<file path="src/rtl/ps2_rx_fifo_if.sv">
// Consumer-side handshake bundle for the PS/2 receive FIFO.
// The receiver drives the head byte and status; the consumer drives the pop request.
interface ps2_rx_fifo_if;
  logic [7:0] data;
  logic       ready;
  logic       nextdata_n;
  logic       overflow;
  logic       frame_err;

  modport master (
    output data,
    output ready,
    output overflow,
    output frame_err,
    input  nextdata_n
  );

  modport slave (
    input  data,
    input  ready,
    input  overflow,
    input  frame_err,
    output nextdata_n
  );
endinterface

</file>
<file path="src/rtl/ps2_rx_fifo.sv">
// PS/2 device-frame receiver with a small show-ahead byte FIFO.
// Synchronizes ps2_clk/ps2_data, checks start/parity/stop and a mid-frame
// idle timeout, then buffers good bytes for the scan-code consumer.
module ps2_rx_fifo #(
  parameter int          DEPTH_LOG2 = 3,
  parameter logic [15:0] TIMEOUT    = 16'd50000
) (
  input  logic          clk,
  input  logic          clrn,
  input  logic          ps2_clk,
  input  logic          ps2_data,
  ps2_rx_fifo_if.master bus
);

  localparam int DEPTH = 1 << DEPTH_LOG2;
  localparam logic [DEPTH_LOG2:0] PTR_ONE = {{DEPTH_LOG2{1'b0}}, 1'b1};

  // Synchronizer stages
  logic [2:0] r_ps2c_s;
  logic [1:0] r_ps2d_s;

  // Frame receiver state
  logic [3:0]  r_cnt;
  logic [9:0]  r_shift;
  logic [15:0] r_tmo;
  logic        r_ferr;

  // FIFO state
  logic [7:0]          r_mem [DEPTH];
  logic [DEPTH_LOG2:0] r_wptr;
  logic [DEPTH_LOG2:0] r_rptr;
  logic                r_ovf;

  logic w_fall;
  logic w_bit;
  logic w_last;
  logic w_frame_ok;
  logic w_good;
  logic w_bad;
  logic w_tmo;
  logic w_empty;
  logic w_full;
  logic w_pop;
  logic w_push;

  // Bring the asynchronous PS/2 lines into the clk domain (idle level is 1)
  always_ff @(posedge clk) begin
    if (clrn) begin
      r_ps2c_s <= 3'b111;
      r_ps2d_s <= 2'b11;
    end else begin
      r_ps2c_s <= {r_ps2c_s[1:0], ps2_clk};
      r_ps2d_s <= {r_ps2d_s[0], ps2_data};
    end
  end

  assign w_fall = r_ps2c_s[2] & ~r_ps2c_s[1];
  assign w_bit  = r_ps2d_s[1];
  assign w_last = w_fall & (r_cnt == 4'd10);

  // r_shift holds start in [0], data in [8:1], parity in [9]; the stop bit is
  // the live sample on the 11th edge. Data plus parity must have odd weight.
  assign w_frame_ok = ~r_shift[0] & (^r_shift[9:1]) & w_bit;
  assign w_good     = w_last & w_frame_ok;
  assign w_bad      = w_last & ~w_frame_ok;
  assign w_tmo      = (r_cnt != 4'd0) & ~w_fall & (r_tmo == (TIMEOUT - 16'd1));

  // Count bits, shift them in LSB first, and abandon stalled partial frames
  always_ff @(posedge clk) begin
    if (clrn) begin
      r_cnt   <= 4'd0;
      r_shift <= 10'd0;
      r_tmo   <= 16'd0;
      r_ferr  <= 1'b0;
    end else begin
      r_ferr <= w_bad | w_tmo;
      if (w_fall) begin
        r_tmo <= 16'd0;
        if (r_cnt == 4'd10) begin
          r_cnt <= 4'd0;
        end else begin
          r_cnt   <= r_cnt + 4'd1;
          r_shift <= {w_bit, r_shift[9:1]};
        end
      end else if (r_cnt == 4'd0) begin
        r_tmo <= 16'd0;
      end else if (w_tmo) begin
        r_cnt <= 4'd0;
        r_tmo <= 16'd0;
      end else begin
        r_tmo <= r_tmo + 16'd1;
      end
    end
  end

  // Extra pointer MSB distinguishes full from empty when the low bits match
  assign w_empty = (r_wptr == r_rptr);
  assign w_full  = (r_wptr[DEPTH_LOG2] != r_rptr[DEPTH_LOG2]) &&
                   (r_wptr[DEPTH_LOG2-1:0] == r_rptr[DEPTH_LOG2-1:0]);
  assign w_pop   = ~w_empty & ~bus.nextdata_n;
  // A pop in the same cycle frees the slot, so a full FIFO can still accept
  assign w_push  = w_good & (~w_full | w_pop);

  // Store good bytes, advance pointers, and track dropped bytes until the next pop
  always_ff @(posedge clk) begin
    if (clrn) begin
      r_wptr <= '0;
      r_rptr <= '0;
      r_ovf  <= 1'b0;
      for (int i = 0; i < DEPTH; i++) begin
        r_mem[i] <= 8'h00;
      end
    end else begin
      if (w_push) begin
        r_mem[r_wptr[DEPTH_LOG2-1:0]] <= r_shift[8:1];
        r_wptr <= r_wptr + PTR_ONE;
      end
      if (w_pop) begin
        r_rptr <= r_rptr + PTR_ONE;
        r_ovf  <= 1'b0;
      end else if (w_good & w_full) begin
        r_ovf <= 1'b1;
      end
    end
  end

  assign bus.data      = r_mem[r_rptr[DEPTH_LOG2-1:0]];
  assign bus.ready     = ~w_empty;
  assign bus.overflow  = r_ovf;
  assign bus.frame_err = r_ferr;

endmodule
</file>
<file path="src/flat_wrapper.sv">
// flat-port wrapper written by rule: the top's interface ports become plain ports
module ps2_rx_fifo_flat 
#(
  parameter int          DEPTH_LOG2 = 3,
  parameter logic [15:0] TIMEOUT    = 16'd50000
)
  (clk, clrn, ps2_clk, ps2_data, bus_data, bus_ready, bus_overflow, bus_frame_err, bus_nextdata_n);
  ps2_rx_fifo_if bus_i ();
  input  logic clk;
  input  logic clrn;
  input  logic ps2_clk;
  input  logic ps2_data;
  output wire logic [$bits(bus_i.data)-1:0] bus_data;
  output wire logic [$bits(bus_i.ready)-1:0] bus_ready;
  output wire logic [$bits(bus_i.overflow)-1:0] bus_overflow;
  output wire logic [$bits(bus_i.frame_err)-1:0] bus_frame_err;
  input wire logic [$bits(bus_i.nextdata_n)-1:0] bus_nextdata_n;
  assign bus_data = bus_i.data;
  assign bus_ready = bus_i.ready;
  assign bus_overflow = bus_i.overflow;
  assign bus_frame_err = bus_i.frame_err;
  assign bus_i.nextdata_n = bus_nextdata_n;
  ps2_rx_fifo #(.DEPTH_LOG2(DEPTH_LOG2), .TIMEOUT(TIMEOUT)) u_core (.clk(clk), .clrn(clrn), .ps2_clk(ps2_clk), .ps2_data(ps2_data), .bus(bus_i));
endmodule
</file>
<file path="config.mk">
export PLATFORM = sky130hd
export DESIGN_NAME = ps2_rx_fifo_flat
export DESIGN_NICKNAME = d
export VERILOG_FILES = /design/src/rtl/ps2_rx_fifo_if.sv /design/src/rtl/ps2_rx_fifo.sv /design/src/flat_wrapper.sv
export SDC_FILE = /design/constraint.sdc
export NUM_CORES = 1
export LEC_CHECK = 0
export ABC_AREA = 1
export CAP_MARGIN = 40
export CELL_PAD_IN_SITES_DETAIL_PLACEMENT = 1
export CELL_PAD_IN_SITES_GLOBAL_PLACEMENT = 1
export CORE_MARGIN = 2
export CORE_UTILIZATION = 40
export CTS_BUF_LIST = sky130_fd_sc_hd__clkbuf_2 sky130_fd_sc_hd__clkbuf_4 sky130_fd_sc_hd__clkbuf_8
export CTS_CLUSTER_SIZE = 10
export DETAILED_ROUTE_END_ITERATION = 12
export PLACE_DENSITY_LB_ADDON = 0.1
export SLEW_MARGIN = 0
export SYNTH_ARGS = -nofsm -noshare
export SYNTH_HDL_FRONTEND = slang
export SYNTH_SLANG_ARGS = --single-unit
</file>
<file path="constraint.sdc">
create_clock -name clk -period 2.3 [get_ports clk]
set_clock_uncertainty 0.05 [all_clocks]
set_input_delay 0.23 -clock clk [delete_from_list [all_inputs] [get_ports clk]]
set_output_delay 0.23 -clock clk [all_outputs]
set_load 0.005 [all_outputs]
</file>
==> results of run 1 <==
-- cell usage in the layout, fill, tap and decap left out, types with 7 or more instances in the layout --
master,count
nand3_1,14
edfxtp_1,64
o21ai_0,42
buf_4,31
o22ai_1,8
nor2_1,139
nand2_1,78
nor3_1,17
o21ai_1,7
dfxtp_1,45
a21oi_1,24
a31oi_1,8
inv_1,38
clkbuf_8,9
clkdlybuf4s50_1,7
-- power breakdown --
group          internal [mW]  switching [mW]
Combinational          0.221           0.293
Clock                  0.444           0.656
Sequential              2.18          0.0385
-- stage by stage --
| stage | worst slack [ps] | cell area (µm²) | util | hold slack, ps | total power [mW] |
|---|---|---|---|---|---|
| 2_1_floorplan | 126 | 5080 | - | 284 | 2.52 |
| 3_3_place_gp | 170 | 5640 | 0.450 | 342 | 2.73 |
| 3_5_place_dp | 81.2 | 5640 | 0.450 | 349 | 2.75 |
| 4_1_cts | 9.06 | 5900 | 0.471 | 345 | 3.88 |
| 5_1_grt | 10.8 | 5920 | 0.473 | 364 | 3.99 |
| 6_report | 145 | 5920 | 0.473 | 360 | 3.84 |
-- cell families after synthesis --
group | after synthesis
compound gates | 90
xor+xnor | 9
fa+ha+maj | 6
buf+inv | 67
flops | 112
simple gates | 288
-- critical path: stages (launching register included) --
cell and delay [ps]:
dfxtp_1 340, buf_4 180, nand2_1 70, nand2_1 100
nor2_4 60, buf_4 130, nand3b_1 110, clkdlybuf4s50_1 520
-- routing by layer --
layer | GRT usage | part of all wire | vias to the layer above
li1 | - | - | 1982
met1 | 0.238 | 0.42 | 1970
met2 | 0.386 | 0.53 | 56
met3 | 0.0322 | 0.029 | 25
met4 | 0.0792 | 0.021 | 0
met5 | 0 | 0 | -
-- final timing paths --
kind                             startpoint                               end  slack [ps]  cells after the start
max reg2reg  u_core.r_shift[3]$_SDFFE_PP0P_  u_core.r_mem[6][1]$_SDFFCE_PN0P_         240                     12
min                                 ps2_clk     u_core.r_ps2c_s[0]$_SDFF_PP1_         360                      2
min reg2reg   u_core.r_ps2d_s[0]$_SDFF_PP1_     u_core.r_ps2d_s[1]$_SDFF_PP1_         370                      1
max           u_core.r_wptr[0]$_SDFFE_PP0P_                         bus_ready         140                      7
-- registers in the layout, summed over array words and instances (netlist names), named ones only --
register              flops
u_core.r_wptr             4
u_core.r_ps2d_s           2
u_core.r_tmo             16
u_core.r_shift           10
u_core.r_ps2c_s           3
u_core.bus.frame_err      1
u_core.r_cnt              4
u_core.r_mem             64
u_core.bus.overflow       1
u_core.r_rptr             4
-- area by class of cell --
| type | count | area share |
|---|---|---|
| clock buffers | 13 | 0.0260 |
| flip-flops and latches | 112 | 0.488 |
| well taps | 172 | 0.0363 |
| repair buffers | 54 | 0.0929 |
| multi-input cells | 393 | 0.324 |
| clock inverters | 3 | 0.00296 |
| inverters | 46 | 0.0296 |
-- what timing repair did --
action,in CTS,in global routing
cloned,2,0
resized for setup,18,9
pin swaps,3,0
buffers inserted,1,0
setup endpoints to repair,8,40
==> impl_metrics.json, run 1 <==
{
  "outcome": "finished, final reports clean",
  "post-dp-hpwl_mm": 9.48,
  "syn_area_um2": 5080,
  "cp-start-kind": "flop",
  "grt_overflow": 0,
  "crit_fanout": 6,
  "num_vias": 4033,
  "slew_viol_final": 0,
  "htree_levels": 3,
  "required_ps": 2020,
  "fmax_ghz": 0.464,
  "rows": 41,
  "p_leak_nw": 2.23,
  "cts-root-buf": "clkbuf_8",
  "syn_nets": 583,
  "arrival_ps": 1880,
  "synth_simple_gate_area_frac": 0.252,
  "min_period_ps": 2160,
  "post-place-cells": 774,
  "fin_cells": 793,
  "ys.flop_type": "edfxtp_1",
  "grt_setup_unrepaired": "no",
  "first_global_vias": 4251,
  "die-area_um2": 13600,
  "avgSynthCellArea_um2": 8.89,
  "grt_max_degree": 22,
  "clk_pin_slew_ps": 100,
  "setup_violations": 0,
  "syn2layout_area_growth_pct": 16.5,
  "synth_edf_count": 64,
  "drc_errors": 0,
  "hold_path.class": "in -> reg",
  "cts_made_buffers": 9,
  "dr.first_iter.drc_count": 116,
  "ioPinCount": 16,
  "timing.slew.headroom": 0.602,
  "synth_top_area_frac": 0.378,
  "cts_tree": "yes",
  "antenna_found_initial": 0,
  "maxCapViolCount": 0,
  "ir_worst_vdd_mv": 0.300,
  "synth_top_family_by_area": "simple AND/OR/NAND/NOR gates",
  "nFillCells": 1501,
  "synth.most_common_cell": "nor2_1",
  "postSynth.asyncResetShare": 0,
  "grt_pass1_wl_mm": 21.2,
  "synth_xor_area_frac": 0.0155,
  "fin_tns_setup_ps": 0,
  "endpoint_kind": "output port",
  "seq_area_um2": 2890,
  "synthTopCellsByArea": "edfxtp_1 (38%), dfxtp_1 (19%), nor2_1 (10%)",
  "synth_mux_area_frac": 0,
  "ys_seq_elements": 112,
  "grt.total_usage": 0.207,
  "ys_warn_count": 0,
  "multi_input_area_um2": 1920,
  "dr.pass1.iters": 4,
  "synth_adder_area_share": 0.0148,
  "diodes": 0,
  "synth_compound_area_frac": 0.0930,
  "postSynthCellCount": 572,
  "clock_sinks": 112,
  "gp_congestion": 0.796,
  "die_w_um": 117,
  "synth_common_cells": "nor2_1 (141), nand2_1 (79), edfxtp_1 (64)",
  "clk_path_buf_depth": 2,
  "synth-seq-area-share": 0.567,
  "wire_per_inst_um": 16.7,
  "final_hold_viol_count": 0,
  "fp.dieH_um": 117,
  "portBuffers": 15,
  "min_period_over_period": 0.937,
  "synth_cell_type_count": 32,
  "power_density_nw_per_um2": 648,
  "start_util": 0.406,
  "vias_per_cell": 5.09,
  "ant_nets": 0,
  "totalWireLength_mm": 13.2,
  "coreArea_um2": 12500,
  "clk_latency_ps": 380,
  "cts-hold-fix-buffers": 0,
  "nNetsFinal": 627,
  "worstSetupPathType": "reg -> out",
  "synth_top_cell_by_area": "edfxtp_1",
  "drive_gt1_frac": 0.143,
  "worst_slew_pin_slew_ps": 595
}
Power figures use the tool's default switching activity.
==> inputs of run 2 (changes only) <==
Settings changed: CORE_MARGIN 2 to 1.5.
==> impl_metrics.json, run 2 (synthesis gave the netlist of run 1 again) <==
{
  "outcome": "finished, final reports clean",
  "diodes": 0,
  "clk_pin_slew_ps": 110,
  "post-dp-hpwl_mm": 9.41,
  "start_util": 0.416,
  "cts_made_buffers": 9,
  "drc_errors": 0,
  "grt_pass1_wl_mm": 20.9,
  "ir_worst_vdd_mv": 0.352,
  "p_leak_nw": 2.14,
  "hold_path.class": "in -> reg",
  "power_density_nw_per_um2": 660,
  "totalWireLength_mm": 12.8,
  "nFillCells": 1452,
  "internal_power_mw": 2.78,
  "grt_setup_unrepaired": "no",
  "gp_congestion": 0.783,
  "worstHoldStart": "ps2_data",
  "clock_sinks": 112,
  "worstSetupPathType": "reg -> out",
  "fp.dieH_um": 116,
  "syn2layout_area_growth_pct": 14.5,
  "antenna_found_initial": 0,
  "seqPwrFrac": 0.580,
  "cp-start-kind": "flop",
  "p_switching_mw": 1.06,
  "min_period_over_period": 0.948,
  "required_ps": 2020,
  "wire_per_inst_um": 16.2,
  "utilization": 0.477,
  "fmax_ghz": 0.459,
  "layout_common_cells": "nor2_1 (141), nand2_1 (77), edfxtp_1 (64), o21ai_0 (47), dfxtp_1 (45)",
  "final_common_cell": "nor2_1",
  "clk_latency_ps": 390,
  "slew_viol_final": 0,
  "min_period_ps": 2180,
  "portBuffers": 15,
  "drive_gt1_frac": 0.145,
  "top_register": "u_core.r_mem",
  "endpoint_kind": "output port",
  "ant_nets": 0,
  "reg2regPathDepth": 12,
  "htree_levels": 3,
  "vias_per_cell": 5.01,
  "cts_tree": "yes",
  "first_global_vias": 4089,
  "largestRegisters": "u_core.r_mem (64), u_core.r_tmo (16), u_core.r_shift (10)",
  "sw_frac_of_total": 0.276,
  "arrival_ps": 1900,
  "grt_max_degree": 22,
  "grt.total_usage": 0.209,
  "p_clk_frac": 0.300,
  "ioPinCount": 16,
  "nNetsFinal": 627,
  "num_vias": 3950,
  "dr.pass1.iters": 4,
  "worstReg2RegEnd": "u_core.r_mem[5][5]$_SDFFCE_PN0P_",
  "largest_reg_flops": 64,
  "cts-root-buf": "clkbuf_8",
  "final_hold_viol_count": 0,
  "rows": 40,
  "dr.first_iter.drc_count": 247,
  "postLayoutCellArea_um2": 5820,
  "timing.slew.headroom": 0.584,
  "crit_fanout": 7,
  "setup_violations": 0,
  "coreArea_um2": 12200,
  "die_w_um": 116,
  "crit_end": "bus_data[3]",
  "clk_path_buf_depth": 2,
  "die-area_um2": 13400,
  "post-place-cells": 767,
  "ff2ff_setup_slack_ps": 210,
  "worst_slew_pin_slew_ps": 623,
  "maxCapViolCount": 0,
  "r2r-start": "u_core.r_shift[7]$_SDFFE_PP0P_",
  "placed_cell_area_um2": 5570,
  "fin_cells": 789,
  "grt_overflow": 0,
  "power_frac_comb": 0.120
}
run 2: cell count changes in the layout (fill, tap and decap cells not counted), moves of 2 or more:
cell	previous run	this run
buf_4	31	37
buf_12	4	0
dlymetal6s2s_1	4	0
clkinvlp_4	0	3
dlygate4sd2_1	4	8
clkbuf_4	4	0
inv_8	0	2
o21ai_1	7	2
o21ai_0	42	47
nor2_1	139	141
run 2: repair_timing:
action / 4_1_cts / 5_1_grt
hold buffers: 0 / 0
buffers inserted: 5 / 0
gates resized for setup: 18 / 3
cloned: 1 / 0
setup endpoints to repair: 8 / 23
pin swaps: 6 / 0
run 2: how the worst min path moves through the flow:
stage	end	slack (ps)	depth (start not counted)
2_1_floorplan	u_core.r_ps2c_s[0]$_SDFF_PP1_	280	1
3_3_place_gp	u_core.r_ps2c_s[1]$_SDFF_PP1_	340	1
3_5_place_dp	u_core.r_ps2c_s[1]$_SDFF_PP1_	350	1
4_1_cts	u_core.r_ps2d_s[0]$_SDFF_PP1_	320	2
5_1_grt	u_core.r_ps2d_s[0]$_SDFF_PP1_	340	2
6_report	u_core.r_ps2d_s[0]$_SDFF_PP1_	350	2
run 2: final cells by class:
cell class	instances	area (µm²)	share of cell area
sequential	112	2890	0.497
multi-input combinational	393	1920	0.330
timing repair buffer	54	433	0.0744
tap	168	210	0.0361
inverter	46	176	0.0303
clock buffer	9	124	0.0213
clock inverter	7	63.8	0.0110
run 2: worst max-delay path: stages, from the launching register on:
cell           delay [ps]
dfxtp_4               400
buf_1                 210
o21ai_0               150
o22ai_1               280
nor2_1                 70
a31oi_1               150
dlygate4sd2_1         250
run 2: power by group through the flow:
stage / Clock, mW / Sequential [mW] / Combinational, mW
2_1_floorplan: 0 / 2.25 / 0.264
3_3_place_gp: 0 / 2.27 / 0.446
3_5_place_dp: 0 / 2.28 / 0.454
4_1_cts: 1.19 / 2.23 / 0.464
5_1_grt: 1.25 / 2.24 / 0.514
6_report: 1.15 / 2.23 / 0.462
run 2: stage by stage:
step / power (mW) / hold WS [ps] / setup slack [ps] / TNS [ps]
after floorplan: 2.52 / 284 / 126 / 0
after global placement: 2.72 / 343 / 49.9 / 0
after detailed placement: 2.73 / 349 / -9.38 / -9.38
after CTS: 3.88 / 323 / 140 / 0
after global routing: 4.00 / 339 / 7.94 / 0
final: 3.84 / 347 / 119 / 0
run 2: per-layer routing:
| layer | vias up | GRT usage | wire length, µm |
|---|---|---|---|
| li1 | 1983 | - | - |
| met2 | 59 | 0.359 | 6390 |
| met1 | 1882 | 0.256 | 5690 |
| met4 | 0 | 0.0967 | 364 |
| met5 | - | 0 | 0 |
| met3 | 26 | 0.0413 | 371 |
==> RTL edit 1 (flow settings as in run 1) <==
`DEPTH_LOG2` is set to 3 in 2 places; all go to 4.
--- a/src/rtl/ps2_rx_fifo.sv
+++ b/src/rtl/ps2_rx_fifo.sv
@@ -4,3 +4,3 @@
 module ps2_rx_fifo #(
-  parameter int          DEPTH_LOG2 = 3,
+  parameter int          DEPTH_LOG2 = 4,
   parameter logic [15:0] TIMEOUT    = 16'd50000
--- a/src/flat_wrapper.sv
+++ b/src/flat_wrapper.sv
@@ -3,3 +3,3 @@
 #(
-  parameter int          DEPTH_LOG2 = 3,
+  parameter int          DEPTH_LOG2 = 4,
   parameter logic [15:0] TIMEOUT    = 16'd50000
Formal check against the unedited RTL: same outputs for any inputs over 10 cycles, from zero or initial values; that may be too few to reach the edited logic, so the function may still have changed.
==> RTL edit 1 against run 1 <==
- global-route usage rose by 0.097 points
- design area rose by 66%
- total power rose by 73%
- setup slack got worse by 0.10 ns
- sequential cell count rose by 67
- sequential share of layout area rose by 0.85 points
- clock power rose by 91%
- area after synthesis rose by 67%
- routed wire length rose by 67%
- largest cell class unchanged
==> RTL edit 1: results (changes against run 1) <==
- The switching portion of total power is 0.275 (+0.0178).
- The arrival time reported for the critical path endpoint came to 1.98 ns (+0.10 ns).
- The standby leakage power is 0.00342 uW (+53%).
- The initial antenna violation count was 0 (unchanged).
- The critical-path maximum fanout is 5 (-1).
- The total number of vias is 6305 (+56%).
- The average wire length per cell after detail routing is 18.4 um (+10%).
- The worst-case vdd ir drop was 0.359 mV (+19%).
- The transition at the pin with the smallest max-transition slack is 0.637 ns (+0.0415 ns).
- Among all flip-flop cells after synthesis, the most frequent one is sky130_fd_sc_hd__edfxtp_1.
- The total inserted antenna cells is 0 (unchanged).
- The via count of the first global-routing pass is 6524 (+53%).
- The cell with the biggest individual delay on the critical path is sky130_fd_sc_hd__dfxtp_4.
- The largest stage delay on the critical path is 0.41 ns (-0.11 ns).
- The number of optimization iterations in the first detailed-route pass is 5 (+1).
- The largest net degree at the start of global routing is 33 (+50%).
- The number of distinct library cells after synthesis is 37 (+16%).
- The violation count after the first detailed-route iteration is 287 (+150%).
- The final wirelength is 22000 um (+67%).
- The source-to-sink clock delay at the later pin of the worst-skew pair is 0.45 ns (+0.07 ns).
- The fraction of the yosys area taken by sequential cells came to 0.573 (+0.00562).
- The last weighted congestion value of the routability-driven placer came to 0.809 (+1.6%).
- The first-pass GRT wire length was 35500 um (+67%).
- The cell count after synthesis came to 871 (+52%).
- The number of enable-type register cells in the synthesized netlist is 128 (+100%).
- Ranked by instance count, the synthesized netlist is headed by 166 x sky130_fd_sc_hd__nor2_1, 128 x sky130_fd_sc_hd__edfxtp_1, 94 x sky130_fd_sc_hd__nand2_1.
- The final layout net count is 926 (+48%).
- The level count of the clock H-tree is 4 (+1).
- The post-synthesis net count came to 885 (+52%).
- The ratio of cells with drive above 1 in the final layout is 0.175 (+0.0318).
- The overall routing resource usage is 0.208 (+0.000966).
- The HPWL reported at the end of detailed placement was 15400 um (+62%).
- Sorting the synthesized cells by area gives the leading types as sky130_fd_sc_hd__edfxtp_1 45%, sky130_fd_sc_hd__dfxtp_1 12%, sky130_fd_sc_hd__nor2_1 7.3%.
- The largest registers in the layout are u_core.r_mem (128), u_core.r_tmo (16), u_core.r_shift (10).
- The total clock buffers created by CTS is 17 (+8).
- The run finished with clean final reports.
RTL edit 1: cell count changes in the layout (fill, tap and decap cells not counted), sizes merged, moves of 8 or more:
cell	delta
inv	+48
o211ai	+32
buf	+12
a21oi	+35
nand2	+12
edfxtp	+64
clkbuf	+10
nand3	+17
nand4	+21
nor2	+30
mux2i	+32
o22ai	-8
RTL edit 1: area by class of cell:
cell class / instances / area, um2
clock inverter: 15 / 144
clock buffer: 17 / 234
sequential: 179 / 4870
inverter: 90 / 338
timing repair buffer: 66 / 706
fill: 2373 / 11100
multi-input combinational: 558 / 3180
tap: 275 / 344
RTL edit 1: through the flow:
stage | setup slack [ns] | instance area (um2) | hold slack (ns) | setup TNS (ns)
finish | 0.0438 | 9820 | 0.284 | 0
global route | -0.0662 | 9820 | 0.260 | -0.165
CTS | -0.0382 | 9770 | 0.253 | -0.142
detailed placement | 0.0504 | 9230 | 0.352 | 0
global placement | 0.156 | 9230 | 0.344 | 0
floorplan | 0.0358 | 8490 | 0.284 | 0
RTL edit 1: power by group through the flow:
stage / combinational (uW) / clock [uW] / sequential [uW]
global placement: 821 / 0 / 3680
finish: 952 / 2100 / 3600
detailed placement: 849 / 0 / 3690
CTS: 940 / 2160 / 3600
global route: 1040 / 2280 / 3620
floorplan: 524 / 0 / 3650
RTL edit 1: logic make-up after synthesis:
family,Yosys count,synth area share
flip-flops,179,0.573
AND/OR/NAND/NOR,361,0.208
buffers and inverters,134,0.0625
adder cells (fa/ha/maj),9,0.0133
AO/OA/AOI/OAI,148,0.0972
multiplexers,32,0.0377
XOR/XNOR,8,0.00825
RTL edit 1: path summary, 6_finish.rpt:
| kind | startpoint | endpoint | slack [ns] | cells after the start |
|---|---|---|---|---|
| worst max-delay path | register | bus_data[6] | 0.04 | 7 |
| worst min-delay path | ps2_clk | u_core.r_ps2c_s[0] | 0.28 | 2 |
| worst max register to register | u_core.r_shift[2] | u_core.r_mem[8][6] | 0.14 | 10 |
| worst min register to register | u_core.r_ps2c_s[0] | u_core.r_ps2c_s[1] | 0.37 | 1 |
RTL edit 1: what timing repair did:
action / in CTS / in global routing
resized for setup: 37 / 32
setup endpoints to repair: 8 / 112
setup buffers: 5 / 1
gates cloned: 3 / 0
pin swaps: 21 / 13
RTL edit 1: metal layers:
| metal | share of wire | GRT usage | routed length, um | up-vias |
|---|---|---|---|---|
| met1 | 0.46 | 0.280 | 10100 | 3142 |
| met5 | 0 | 0 | 0 | - |
| met2 | 0.50 | 0.355 | 11000 | 91 |
| met3 | 0.031 | 0.0317 | 684 | 19 |
| met4 | 0.012 | 0.0509 | 263 | 0 |
| li1 | - | - | - | 3053 |
==> RTL edit 2 (config.mk and constraints of run 1) <==
Made on the original files. One comparison of `r_cnt` changes from == to >=.
--- a/src/rtl/ps2_rx_fifo.sv
+++ b/src/rtl/ps2_rx_fifo.sv
@@ -78,3 +78,3 @@
         r_tmo <= 16'd0;
-        if (r_cnt == 4'd10) begin
+        if (r_cnt >= 4'd10) begin
           r_cnt <= 4'd0;
Formal check against the unedited RTL: same outputs for any inputs over 10 cycles, from zero or initial values; that may be too few to reach the edited logic, so the function may still have changed.
==> RTL edit 2 against run 1 <==
- design area rose by 0.57%
- area after synthesis rose by 0.49%
- fmax fell by 0.29%
- routed wire length fell by 3.8%
- global-route usage fell by 0.34 points
- sequential cell count did not move
- critical path type unchanged
- largest cell class unchanged
- total power rose by 8.9%
- setup slack got worse by 0.0064 ns
- first-iteration DRC count rose by 35%
==> RTL edit 2: results (changes against run 1) <==
- The global-route met3 utilization is 0.0278 (-0.00437).
- The clock tree cell share of total cell area is 0.0422 (+0.0133).
- The cell count after placement was 768 (-0.78%).
- The cell with the biggest individual delay on the critical path is sky130_fd_sc_hd__dfxtp_4.
- The largest stage delay on the critical path came to 0.38 ns (-0.14 ns).
- The number of filler instances in the final layout is 1453 (-3.2%).
- The clock-net power was 1450 uW (+32%).
- The final layout net count is 622 (-0.80%).
- The length of routed wiring on met1 is 5750 um (+3.9%).
- The count of multi-input combinational gates is 390 (-0.76%).
- The overall routing resource usage is 0.204 (-0.00344).
- The HPWL reported at the end of detailed placement is 9200 um (-2.9%).
- The internal power summed over all cells is 3170 uW (+11%).
- The via count of the first global-routing pass came to 4157 (-2.2%).
- The length of routed met3 wiring is 238 um (-37%).
- The largest net degree at the start of global routing came to 27 (+23%).
- The total number of vias was 3942 (-2.3%).
- The transition at the pin with the smallest max-transition slack came to 0.499 ns (-0.0967 ns).
- The arrival time reported for the critical path endpoint is 1.88 ns (about the same).
- The sequential portion of the cell area came to 0.485 (-0.00256).
- The last weighted congestion value of the routability-driven placer is 0.812 (+2.0%).
- The worst-case vdd ir drop is 0.393 mV (+31%).
- The post-synthesis net count is 582 (-0.17%).
- The post-synthesis average cell area was 8.95 um2 (+0.67%).
- The switching portion of total power was 0.241 (-0.0160).
- The routing usage on met2 was 0.362 (-0.0239).
- The cell family with the largest share of critical-path delay is compound AO/OA/AOI/OAI gates.
- The ratio of cells with drive above 1 in the final layout is 0.151 (+0.00766).
- The pre-CTS setup slack is 0.0392 ns (-0.0420 ns).
- The sequential standard cell area came to 2890 um2 (about the same).
- The length of routed met2 wiring is 6500 um (-7.6%).
- The final global-route overflow total came to 0 (unchanged).
- The count of placed standard cells in the final layout, fillers left out is 788 (-0.63%).
- The critical-path maximum fanout is 11 (+5).
- The flow ran to the end, and the final reports show no timing, DRC or antenna violations.
- The number of clock buffers in the layout was 12 (-1).
- The fraction of area in non-clock buffers came to 0.0773 (-0.0156).
- The standby leakage power was 0.00231 uW (+3.4%).
- The commonest cells after synthesis are 141 x sky130_fd_sc_hd__nor2_1, 69 x sky130_fd_sc_hd__nand2_1, 64 x sky130_fd_sc_hd__edfxtp_1.
- The area of combinational cells with multiple inputs is 1950 um2 (+1.4%).
- The standard cell core area is 12600 um2 (+0.41%).
- The total of plain and repair buffers excluding clock buffers is 49 (-9.3%).
- The total placed instance area is 5620 um2 (-0.27%).
- The number of distinct library cells after synthesis was 34 (+6.3%).
- By area the synthesized netlist is led by sky130_fd_sc_hd__edfxtp_1 38%, sky130_fd_sc_hd__dfxtp_1 19%, sky130_fd_sc_hd__nor2_1 10%.
- The violation count after the first detailed-route iteration is 157 (+35%).
==> RTL edit 2: timing repair <==
| item | in CTS | in global routing |
|---|---|---|
| pin swaps | 3 | 1 |
| cloned | 1 | 0 |
| gates resized for setup | 15 | 7 |
| setup buffers | 2 | 1 |
| hold endpoints to repair | 0 | 0 |
| setup endpoints to repair | 8 | 12 |
==> RTL edit 2: cells by family after synthesis <==
logic type	Yosys count	synth area share
fa+ha+maj	6	0.0147
flops	112	0.564
buf+inv	69	0.0558
xor+xnor	11	0.0189
compound gates	91	0.0943
simple gates	282	0.252
==> RTL edit 2: path summary, 6_finish.rpt <==
| check | from | end | slack [ns] | cells past startpoint |
|---|---|---|---|---|
| setup / recovery | register | bus_data[4] | 0.14 | 7 |
| hold reg to reg | u_core.r_ps2c_s[0] | u_core.r_ps2c_s[1] | 0.37 | 1 |
| setup reg to reg | u_core.r_shift[2] | u_core.r_mem[2][7] | 0.20 | 12 |
| hold / removal | ps2_clk | u_core.r_ps2c_s[0] | 0.35 | 2 |
